File: src/rtl/div_softmax_pkg.sv
// Shared constants and shift decode for the multi-lane pow2 softmax divider.
// calc_shift turns a signed exponent into a shift amount and direction:
//   e = -floor_shift when exp <= floor_exp, else exp + bias
//   e > max_rshift            -> right by max_rshift
//   0 < e <= max_rshift       -> right by e
//   -floor_shift <= e <= 0    -> left by -e (e == 0 is pass-through)
//   e < -floor_shift          -> left by floor_shift
package div_softmax_pkg;

    localparam int LANES_DEF       = 4;
    localparam int EXP_W_DEF       = 8;
    localparam int DIV_W_DEF       = 24;
    localparam int OUT_W_DEF       = 16;
    localparam int BIAS_DEF        = 4;
    localparam int EXP_FLOOR_DEF   = -20;
    localparam int FLOOR_SHIFT_DEF = 16;
    localparam int MAX_RSHIFT_DEF  = 12;
    localparam int ROUND_EN_DEF    = 1;

    localparam int SHAMT_W = 8;

    typedef struct packed {
        logic               right;
        logic [SHAMT_W-1:0] amt;
    } shift_t;

    // The exponent arrives sign-extended to 32 bits, so exp + bias cannot wrap.
    function automatic shift_t calc_shift(input logic signed [31:0] exp_v,
                                          input int bias,
                                          input int floor_exp,
                                          input int floor_shift,
                                          input int max_rshift);
        int     e;
        shift_t r;
        if (exp_v <= floor_exp) e = -floor_shift;
        else                    e = exp_v + bias;
        r.right = 1'b0;
        r.amt   = '0;
        if (e > max_rshift) begin
            r.right = 1'b1;
            r.amt   = SHAMT_W'(max_rshift);
        end else if (e > 0) begin
            r.right = 1'b1;
            r.amt   = SHAMT_W'(e);
        end else if (e >= -floor_shift) begin
            r.amt   = SHAMT_W'(-e);
        end else begin
            r.amt   = SHAMT_W'(floor_shift);
        end
        return r;
    endfunction

endpackage

File: src/rtl/div_softmax_pow2_stream_lane.sv
// pow2_shift_lane: combinational shift/round/saturate for one lane.
// Ports: pow (unsigned power), right/amt (decoded shift), res (OUT_W
// quotient, all-ones when saturated), sat (lane saturated).
module pow2_shift_lane
    import div_softmax_pkg::*;
#(
    parameter int DIV_W       = DIV_W_DEF,
    parameter int OUT_W       = OUT_W_DEF,
    parameter int FLOOR_SHIFT = FLOOR_SHIFT_DEF,
    parameter int ROUND_EN    = ROUND_EN_DEF
) (
    input  logic [DIV_W-1:0]   pow,
    input  logic               right,
    input  logic [SHAMT_W-1:0] amt,
    output logic [OUT_W-1:0]   res,
    output logic               sat
);
    // Wide enough that the largest left shift never drops bits.
    localparam int INT_W = DIV_W + FLOOR_SHIFT;

    logic [INT_W-1:0] ext;
    logic [INT_W-1:0] rnd_src;
    logic [INT_W-1:0] shifted;
    logic             rbit;

    always_comb begin
        ext     = INT_W'(pow);
        // Bit (amt-1) of the unshifted value is the half-LSB for round-half-up.
        rnd_src = ext >> (amt - SHAMT_W'(1));
        rbit    = (ROUND_EN != 0) && right && (amt != '0) && rnd_src[0];
        shifted = right ? (ext >> amt) : (ext << amt);
        // Rounding first, so a round-up can push the value into saturation.
        shifted = shifted + INT_W'(rbit);
        sat     = shifted > INT_W'({OUT_W{1'b1}});
        res     = sat ? {OUT_W{1'b1}} : shifted[OUT_W-1:0];
    end

endmodule

File: src/rtl/div_softmax_pow2_stream.sv
// div_softmax_pow2_stream: LANES-wide power / 2^(exp+BIAS) with AXI-stream
// handshake, 2-stage pipeline (S1 = decode, S2 = shift/round/saturate).
// Ports: aclk, rst_n (sync, active low); s_* input stream (tvalid/tready,
// exp, pow, tlast); m_* output stream (tvalid/tready, tdata, tlast, sat);
// clr_stats clears sat_cnt, which counts output beats with any lane saturated.
module div_softmax_pow2_stream
    import div_softmax_pkg::*;
#(
    parameter int LANES       = LANES_DEF,
    parameter int EXP_W       = EXP_W_DEF,
    parameter int DIV_W       = DIV_W_DEF,
    parameter int OUT_W       = OUT_W_DEF,
    parameter int BIAS        = BIAS_DEF,
    parameter int EXP_FLOOR   = EXP_FLOOR_DEF,
    parameter int FLOOR_SHIFT = FLOOR_SHIFT_DEF,
    parameter int MAX_RSHIFT  = MAX_RSHIFT_DEF,
    parameter int ROUND_EN    = ROUND_EN_DEF
) (
    input  logic                   aclk,
    input  logic                   rst_n,
    input  logic                   s_tvalid,
    output logic                   s_tready,
    input  logic [LANES*EXP_W-1:0] s_exp,
    input  logic [LANES*DIV_W-1:0] s_pow,
    input  logic                   s_tlast,
    output logic                   m_tvalid,
    input  logic                   m_tready,
    output logic [LANES*OUT_W-1:0] m_tdata,
    output logic                   m_tlast,
    output logic [LANES-1:0]       m_sat,
    input  logic                   clr_stats,
    output logic [31:0]            sat_cnt
);
    logic                             s1_vld_q, s1_vld_d;
    logic                             s1_last_q, s1_last_d;
    logic [LANES-1:0][DIV_W-1:0]      s1_pow_q, s1_pow_d;
    shift_t [LANES-1:0]               s1_sh_q, s1_sh_d;
    logic                             m_vld_q, m_vld_d;
    logic                             m_last_q, m_last_d;
    logic [LANES-1:0][OUT_W-1:0]      m_data_q, m_data_d;
    logic [LANES-1:0]                 m_sat_q, m_sat_d;
    logic [31:0]                      sat_cnt_q, sat_cnt_d;

    shift_t [LANES-1:0]               lane_sh;
    logic [LANES-1:0][OUT_W-1:0]      lane_res;
    logic [LANES-1:0]                 lane_sat;
    logic                             s2_adv;
    logic                             accept;

    for (genvar i = 0; i < LANES; i++) begin : g_lane
        logic signed [EXP_W-1:0] lane_exp;
        assign lane_exp   = s_exp[i*EXP_W +: EXP_W];
        assign lane_sh[i] = calc_shift(32'(lane_exp), BIAS, EXP_FLOOR,
                                       FLOOR_SHIFT, MAX_RSHIFT);

        pow2_shift_lane #(
            .DIV_W      (DIV_W),
            .OUT_W      (OUT_W),
            .FLOOR_SHIFT(FLOOR_SHIFT),
            .ROUND_EN   (ROUND_EN)
        ) u_lane (
            .pow  (s1_pow_q[i]),
            .right(s1_sh_q[i].right),
            .amt  (s1_sh_q[i].amt),
            .res  (lane_res[i]),
            .sat  (lane_sat[i])
        );
    end

    always_comb begin
        // S2 can take a new beat when empty or draining; S1 follows S2.
        s2_adv    = !m_vld_q || m_tready;
        s_tready  = rst_n && (!s1_vld_q || s2_adv);
        accept    = s_tvalid && s_tready;

        s1_vld_d  = s1_vld_q;
        s1_last_d = s1_last_q;
        s1_pow_d  = s1_pow_q;
        s1_sh_d   = s1_sh_q;
        m_vld_d   = m_vld_q;
        m_last_d  = m_last_q;
        m_data_d  = m_data_q;
        m_sat_d   = m_sat_q;
        sat_cnt_d = sat_cnt_q;

        if (accept) begin
            s1_vld_d  = 1'b1;
            s1_last_d = s_tlast;
            s1_pow_d  = s_pow;
            s1_sh_d   = lane_sh;
        end else if (s2_adv) begin
            s1_vld_d  = 1'b0;
        end

        if (s2_adv) begin
            m_vld_d = s1_vld_q;
            if (s1_vld_q) begin
                m_data_d = lane_res;
                m_sat_d  = lane_sat;
                m_last_d = s1_last_q;
            end
        end

        // Clear beats a coincident increment; the count sticks at all-ones.
        if (clr_stats)
            sat_cnt_d = '0;
        else if (m_vld_q && m_tready && (|m_sat_q) && (sat_cnt_q != '1))
            sat_cnt_d = sat_cnt_q + 32'd1;
    end

    always_ff @(posedge aclk) begin
        if (!rst_n) begin
            s1_vld_q  <= 1'b0;
            s1_last_q <= 1'b0;
            s1_pow_q  <= '0;
            s1_sh_q   <= '0;
            m_vld_q   <= 1'b0;
            m_last_q  <= 1'b0;
            m_data_q  <= '0;
            m_sat_q   <= '0;
            sat_cnt_q <= '0;
        end else begin
            s1_vld_q  <= s1_vld_d;
            s1_last_q <= s1_last_d;
            s1_pow_q  <= s1_pow_d;
            s1_sh_q   <= s1_sh_d;
            m_vld_q   <= m_vld_d;
            m_last_q  <= m_last_d;
            m_data_q  <= m_data_d;
            m_sat_q   <= m_sat_d;
            sat_cnt_q <= sat_cnt_d;
        end
    end

    assign m_tvalid = m_vld_q;
    assign m_tdata  = m_data_q;
    assign m_tlast  = m_last_q;
    assign m_sat    = m_sat_q;
    assign sat_cnt  = sat_cnt_q;

endmodule

File: config.mk
export PLATFORM = sky130hd
export DESIGN_NAME = div_softmax_pow2_stream
export DESIGN_NICKNAME = d
export VERILOG_FILES = /design/src/rtl/div_softmax_pkg.sv /design/src/rtl/div_softmax_pow2_stream_lane.sv /design/src/rtl/div_softmax_pow2_stream.sv
export SDC_FILE = /design/constraint.sdc
export NUM_CORES = 1
export LEC_CHECK = 0
export ABC_AREA = 1
export BUFFER_PORTS_ARGS = -buffer_cell sky130_fd_sc_hd__buf_2
export CAP_MARGIN = 40
export CORE_ASPECT_RATIO = 2
export CORE_UTILIZATION = 48
export DETAILED_ROUTE_END_ITERATION = 16
export GPL_TIMING_DRIVEN = 0
export HOLD_SLACK_MARGIN = 0.02
export PLACE_DENSITY = 0.66
export SLEW_MARGIN = 15
export SYNTH_ARGS = -nofsm -noshare
export SYNTH_HDL_FRONTEND = slang
export SYNTH_HIERARCHICAL = 1
export SYNTH_SLANG_ARGS = --single-unit
File: constraint.sdc
create_clock -name aclk -period 4.3 [get_ports aclk]
set_input_delay 0.86 -clock aclk [delete_from_list [all_inputs] [get_ports aclk]]
set_output_delay 0.86 -clock aclk [all_outputs]
set_load 0.03 [all_outputs]
==> out/metrics.cfg, run 1 <==
[global_route]
overflow = 40
grt_pass1_wl_um = 249000
first_global_vias = 39700
grtUsageTotal_pct = 55.0
grt_max_degree = 29

[yosys]
synth_top_family_by_area = simple AND/OR/NAND/NOR gates
synth_compound_area_share_pct = 12.1
ys.flop_type = dfxtp_1
synth_top_area_share_pct = 21.4
synth-xor-area-share_pct = 2.78
synthMuxAreaShare_pct = 0
syn_area_mm2 = 0.0287
async_flop_share_pct = 0
syn_nets = 5359
ys_top_cells_by_area = nand2_1 21%, nand3_1 19%, dfxtp_1 16%, nor2_1 6.1%, o21ai_0 5.0%
synthTopCellsByCount = 1638 x nand2_1, 1093 x nand3_1, 468 x nor2_1
synth.avg_cell_area_um2 = 5.52
synth_edf_count = 0
ys_seq_area_share_pct = 16.5
yosys.area_share.simple_pct = 56.9
synth_seq_cells = 236
ys_warn_count = 6
yosysUniqueCellTypes = 53
netlist_instances = 5200
synth.largest_area_cell = nand2_1
yosys.area_share.adder_pct = 1.09
synthMostInstantiatedCell = nand2_1

[status]
status = stopped before the end
lastStage = global routing (5_1_grt)
error_line = [ERROR GRT-0116] Global routing finished with congestion. Check the congestion regions in the DRC Viewer.

[cts]
cts.sinks = 236
numCtsBuffers = 24
root_buffer = clkbuf_16
cts_buffer_depth = 3
htree_levels = 1

[floorplanning]
start_util_pct = 48.5
pin_count = 237
rows = 126
die_y_um = 348
die_w_um = 175

[placed_design]
io_buffers = 235
place_ws_ps = -1120
placedCellCount = 6210
post-dp-hpwl_um = 126000
place_congestion = 1.16

-- through the flow --
step,setup TNS (ps),area [um2]
after floorplan,0,28700
after detailed placement,-54050,30900
after global placement,-53640,30800
after CTS,-155,32300
-- kinds of logic after synthesis --
logic type / Yosys count
AOI/OAI and AO/OA: 620
xor gates and xnor gates: 91
adders and majority gates: 25
buffers and inverters: 637
DFF: 236
and+or+nand+nor: 3591
-- layer usage --
metal,overflow,track usage (%)
met3,0,22.4
met5,0,4.98
met4,19,62.7
met2,21,87.3
met1,0,49.4
-- what timing repair did --
action | in CTS
hold endpoints to repair | 0
setup endpoints to repair | 68
buffers inserted | 20
pin swaps | 30
gates cloned | 2
hold buffers | 0
gates resized for setup | 112
==> inputs of run 2 (changes only) <==
- CORE_ASPECT_RATIO: 2 -> not set
- CORE_UTILIZATION: 48 -> 33
- HOLD_SLACK_MARGIN: 0.02 -> not set
- PLACE_DENSITY: 0.66 -> not set
- PLACE_DENSITY_LB_ADDON: not set -> 0.15
==> run 2 against run 1 <==
Net effect:
- the flow now finishes without violations
- synthesized area is the same
- synthesized cell count stayed put
==> out/metrics.cfg, run 2 <==
[cells_and_area]
fillers = 9931
layout_commonest_cell = nand2_1
multiInputGateArea_mm2 = 0.0212
largest_reg_flops = 96
layout_common_cells = 1636 x nand2_1, 1092 x nand3_1, 459 x nor2_1
drive_gt1_share_pct = 16.4
syn_to_final_growth_pct = 15.4
seqCellArea_mm2 = 0.00475
fin_nets = 5655
post-route-util_pct = 38.6
top_register = s1_pow_q

[setup_path]
crit_path_cell_trace = buf_4 > nor2_4 > inv_1 > nor2_2 > inv_1 > o21ai_2 > o2111ai_1 > nor3b_2 > o311ai_0 > nor2_1 > ha_2 > ha_2 > nand2_2 > nor2_4 > nand2_2 > nor2_2 > nand3_1 > nand2_1 > nand4_1 > nor2_4 > buf_6 > nand2_4 > o21ai_0 > nor2_1
cp.arrival_ps = 4630
critPathSlowestCell = dfxtp_2
end_kind = flop
cp_max_fo = 10
crit_required_ps = 4800
crit_top_cell = nor2_4
worstSetupPathType = reg -> reg
cpPeakStageDelay_ps = 350
startpoint_type = flop

[floorplanning]
die_y_um = 297
core_area_mm2 = 0.0857
pin_count = 237
start_util_pct = 33.5
dieArea_mm2 = 0.0882
rows = 107
die_w_um = 297

[yosys]
synthTopCellsByCount = 1638 x nand2_1, 1093 x nand3_1, 468 x nor2_1
synth_edf_count = 0
ys_seq_area_share_pct = 16.5
yosysUniqueCellTypes = 53
ys_warn_count = 6
synth.largest_area_cell = nand2_1
async_flop_share_pct = 0
syn_nets = 5359
synth_top_area_share_pct = 21.4
netlist_instances = 5200
synthMostInstantiatedCell = nand2_1
syn_area_mm2 = 0.0287
ys.flop_type = dfxtp_1
synth.avg_cell_area_um2 = 5.52
ys_top_cells_by_area = nand2_1 21%, nand3_1 19%, dfxtp_1 16%, nor2_1 6.1%, o21ai_0 5.0%
synth_seq_cells = 236

[cts]
clk_pin_slew_worst_paths_ps = 60
clkLatencyLatePin_ps = 610
htree_levels = 1
numCtsBuffers = 31
root_buffer = clkbuf_16
cts_tree = done
cts.sinks = 236
hold_buffers = 0
cts_buffer_depth = 3

[route]
firstDrtPassIters = 7
post_drt_wl_per_cell_um = 20.3
antenna_left = 0
drtIter0Drc = 4201
vias = 36700
drc = 0
wl_um = 135000
avgViaCountPerCell = 5.50

[power]
pwr-share-comb_pct = 47.2
p_per_area_mw_per_mm2 = 294
total_power_mw = 9.73
p_switching_mw = 4.43
leakagePower_nw = 15.2
max-vdd-ir-drop_mv = 0.317
sw_frac_of_total_pct = 45.5
p_int_mw = 5.30
seq_power_share_pct = 25.3
p_clk_share_pct = 27.5

[sta]
tightest_slew_ps = 868
finalCriticalPeriod_ps = 4130
fmax_mhz = 242
grt_setup_unrepaired = no
finClkSkew_ps = 10.4
fin_crit_sh_pct = 96.1
finalHoldViolCount = 0
report.final.slew_viol_count = 0
slew-limit-headroom_pct = 41.9
final-setup-viol-count = 0

[placed_design]
io_buffers = 235
place_congestion = 1.00
post-dp-hpwl_um = 112000

[status]
status = finished, final reports clean

[global_route]
grtUsageTotal_pct = 29.6
grt_max_degree = 29
grt_antenna_before_repair = 9
first_global_vias = 34100
overflow = 0
grt_pass1_wl_um = 206000

[hold_path]
hold_path.class = in -> reg

[flow_run]
cap_violations = 0

[run 2: cell counts after synthesis]
No cell type changed its count.
[run 2: power groups by stage]
stage | clock [mW] | combinational (mW) | sequential, mW
finish | 2.67 | 4.59 | 2.46
global placement | 0 | 4.30 | 2.51
CTS | 2.74 | 4.43 | 2.46
floorplan | 0 | 2.86 | 2.55
global route | 2.82 | 4.99 | 2.48
detailed placement | 0 | 4.28 | 2.51
[run 2: metrics by stage]
stage	instances	setup TNS, ps	cell area, um2	hold WS, ps	setup WS, ps
CTS	6657	-20.7	32800	408	-16.3
finish	6670	0	33100	449	169
global route	6665	0	33100	434	1.53
floorplan	5200	0	28700	448	515
global placement	6579	-32560	31300	458	-770
detailed placement	6582	-32600	31300	465	-768
[run 2: routing by layer]
layer	share of wire (%)	wire, um	track usage [%]	up-vias
met3	8.1	11000	4.09	241
met5	0.016	22	0	-
li1	-	-	-	17900
met4	3.5	4760	9.60	4
met2	43	58200	46.4	1686
met1	45	61200	41.4	16900
[run 2: worst max-delay path: cells and delay by family (launching register included)]
family | cells | cell delay [ps]
adder cells (fa/ha/maj) | 2 | 490
flip-flops | 1 | 350
AO/OA/AOI/OAI | 4 | 640
AND/OR/NAND/NOR | 14 | 1900
buffers and inverters | 4 | 600
[run 2: what timing repair did]
item                       4_1_cts  5_1_grt
buffers inserted                23       12
gates resized for setup         74       88
gates cloned                     1        0
setup endpoints to repair       68       68
pin swaps                       24       21
[run 2: path summary, 6_finish.rpt]
kind / from / endpoint / slack (ps) / depth (start not counted)
min reg2reg: s1_vld_q / m_tvalid / 480 / 2
max reg2reg: s1_sh_q[27] / m_sat[3] / 170 / 24
min: s_pow[59] / s1_pow_q[59] / 450 / 3
max: s1_sh_q[27] / m_sat[3] / 170 / 24
[run 2: logic make-up after synthesis]
family	share of synthesized area [%]
buffers and inverters	10.7
AO/OA/AOI/OAI	12.1
AND/OR/NAND/NOR	56.9
adder cells (fa/ha/maj)	1.09
flip-flops	16.5
XOR/XNOR	2.78
[run 2: area by class of cell]
type	instances	share of cell area, %
timing repair buffer	275	4.58
multi-input combinational	4327	64.0
sequential	236	14.3
tap	1144	4.32
buffer	285	5.63
antenna	6	0.0454
inverter	340	3.88
clock inverter	13	0.442
clock buffer	44	2.76
(Power assumes the default switching activity.)
==> inputs of run 3 (changes only) <==
- BUFFER_PORTS_ARGS: -buffer_cell sky130_fd_sc_hd__buf_2 -> not set
- CTS_CLUSTER_SIZE: not set -> 10
- DONT_BUFFER_PORTS: not set -> 1
==> run 3 against run 2 <==
Net effect:
- register-to-register slack lost 50 ps
- total power is 1.4% higher
- critical path depth grew 2
- first-iteration DRC count shrank 8.4%
- critical path type unchanged
- largest power group unchanged
- highest routed layer unchanged
==> out/metrics.cfg, run 3 (synthesized netlist as in run 2, its figures left out) <==
[status]
status = finished, final reports clean

[flow_run]
cap_violations = 0

[setup_path]
cp_max_fo = 10
cp.arrival_ps = 4670
startpoint_type = flop
end_kind = flop
reg2reg_depth = 26
worstSetupPathType = reg -> reg
crit_required_ps = 4780
timing.reg2reg.setup_slack_ps = 120
r2r-start = s1_sh_q[18]
r2r_end = m_tdata[44]

[cells_and_area]
syn_to_final_growth_pct = 11.4
post-route-util_pct = 37.3
design_area_mm2 = 0.0320
fillers = 9859
largest_reg_flops = 96
top_register = s1_pow_q
fin_nets = 5417
layout_common_cells = 1636 x nand2_1, 1090 x nand3_1, 459 x nor2_1
layout_commonest_cell = nand2_1
drive_gt1_share_pct = 12.5

[hold_path]
min_from = s_pow[52]
min_to = s1_pow_q[52]
hold_path.class = in -> reg
min_path_cells = 2

[route]
avgViaCountPerCell = 5.60
wl_um = 136000
firstDrtPassIters = 9
antenna_left = 0
drc = 0
drtIter0Drc = 3850
post_drt_wl_per_cell_um = 21.1
vias = 36000

[floorplanning]
start_util_pct = 33.5
die_y_um = 297
core_area_mm2 = 0.0857
pin_count = 237
rows = 107
dieArea_mm2 = 0.0882
die_w_um = 297

[global_route]
overflow = 0
grt_antenna_before_repair = 16
grtUsageTotal_pct = 29.7
first_global_vias = 33200
grt_max_degree = 29
grt_pass1_wl_um = 204000

[power]
max-vdd-ir-drop_mv = 0.255
p_per_area_mw_per_mm2 = 309
leakagePower_nw = 14.1

[cts]
htree_levels = 2
numCtsBuffers = 34
cts_buffer_depth = 3
cts_tree = done
cts.sinks = 236
clkLatencyLatePin_ps = 590
clk_pin_slew_worst_paths_ps = 70
root_buffer = clkbuf_16

[sta]
report.final.slew_viol_count = 0
slew-limit-headroom_pct = 45.2
finClkSkew_ps = 30.6
finalHoldViolCount = 0
finalCriticalPeriod_ps = 4180
fmax_mhz = 239
final-setup-viol-count = 0
tightest_slew_ps = 819
fin_crit_sh_pct = 97.3

[placed_design]
place_area_mm2 = 0.0302
io_buffers = 0
place_congestion = 1.00
post-dp-hpwl_um = 112000

-- run 3: stage by stage --
step	power [mW]	setup TNS (ps)	setup WS, ps	cells	hold WS, ps
6_report	9.87	0	115	6428	388
3_3_place_gp	6.69	-35850	-1040	6344	459
2_1_floorplan	5.41	0	515	5200	448
5_1_grt	10.4	-306	-44.2	6420	393
4_1_cts	9.79	0	0.978	6414	360
3_5_place_dp	6.67	-34560	-1020	6348	466
-- run 3: worst max path at each step --
stage | from | to | slack [ps] | cells past startpoint
after CTS | s1_sh_q[1] | m_tdata[7] | 1 | 23
after global placement | s1_sh_q[22] | m_tdata[41] | -1040 | 26
after floorplan | s1_sh_q[1] | m_tdata[10] | 510 | 25
final | s1_sh_q[18] | m_tdata[44] | 120 | 26
after detailed placement | s1_sh_q[22] | m_tdata[41] | -1020 | 26
after global routing | s1_sh_q[28] | m_tdata[61] | -40 | 26
-- run 3: area by class of cell --
class                      count  area, um2  share of cell area (%)
buffer                       285       1850                    5.80
tap                         1144       1430                    4.48
sequential                   236       4750                    14.8
clock buffer                  43        978                    3.06
multi-input combinational   4328      21200                    66.3
clock inverter                10        163                   0.509
inverter                     340       1280                    3.99
timing repair buffer          33        295                   0.924
antenna                        9       22.5                  0.0704
-- run 3: repair_timing --
action	4_1_cts	5_1_grt
buffers inserted	18	9
resized for setup	96	69
cloned	1	1
endpoints found under the setup margin	68	68
hold buffers	0	0
pin swaps	26	25
-- run 3: layer usage --
layer	vias up	share of wire (%)	wire (um)	track usage, %
li1	17400	-	-	-
met1	16600	44	59700	40.3
met2	1752	43	58100	46.4
met3	285	9.5	12900	6.33
met4	10	3.7	4990	9.87
met5	-	0.048	65	0
-- run 3: worst max-delay path: stages (launching register included) --
cell	delay, ps
dfxtp_2	360
buf_6	160
nor2_4	110
inv_1	100
nor2_1	160
inv_1	110
o21ai_1	210
o2111ai_1	170
nor3b_1	310
o311ai_2	190
nor2_4	200
ha_4	190
ha_4	160
nand2_2	80
nor2_4	150
nand2_2	110
nor2_4	120
nand2_1	50
nand2_1	50
nand2_1	100
inv_1	90
nand3_2	90
nor2_4	190
bufbuf_16	300
nand3_2	80
o21ai_2	180
nor2_1	50
-- run 3: power breakdown --
group	internal [mW]	leakage, nW	switching [mW]
Combinational	1.29	11.6	3.05
Clock	1.84	0.554	1.12
Sequential	2.33	1.95	0.253
Total	5.45	14.1	4.42
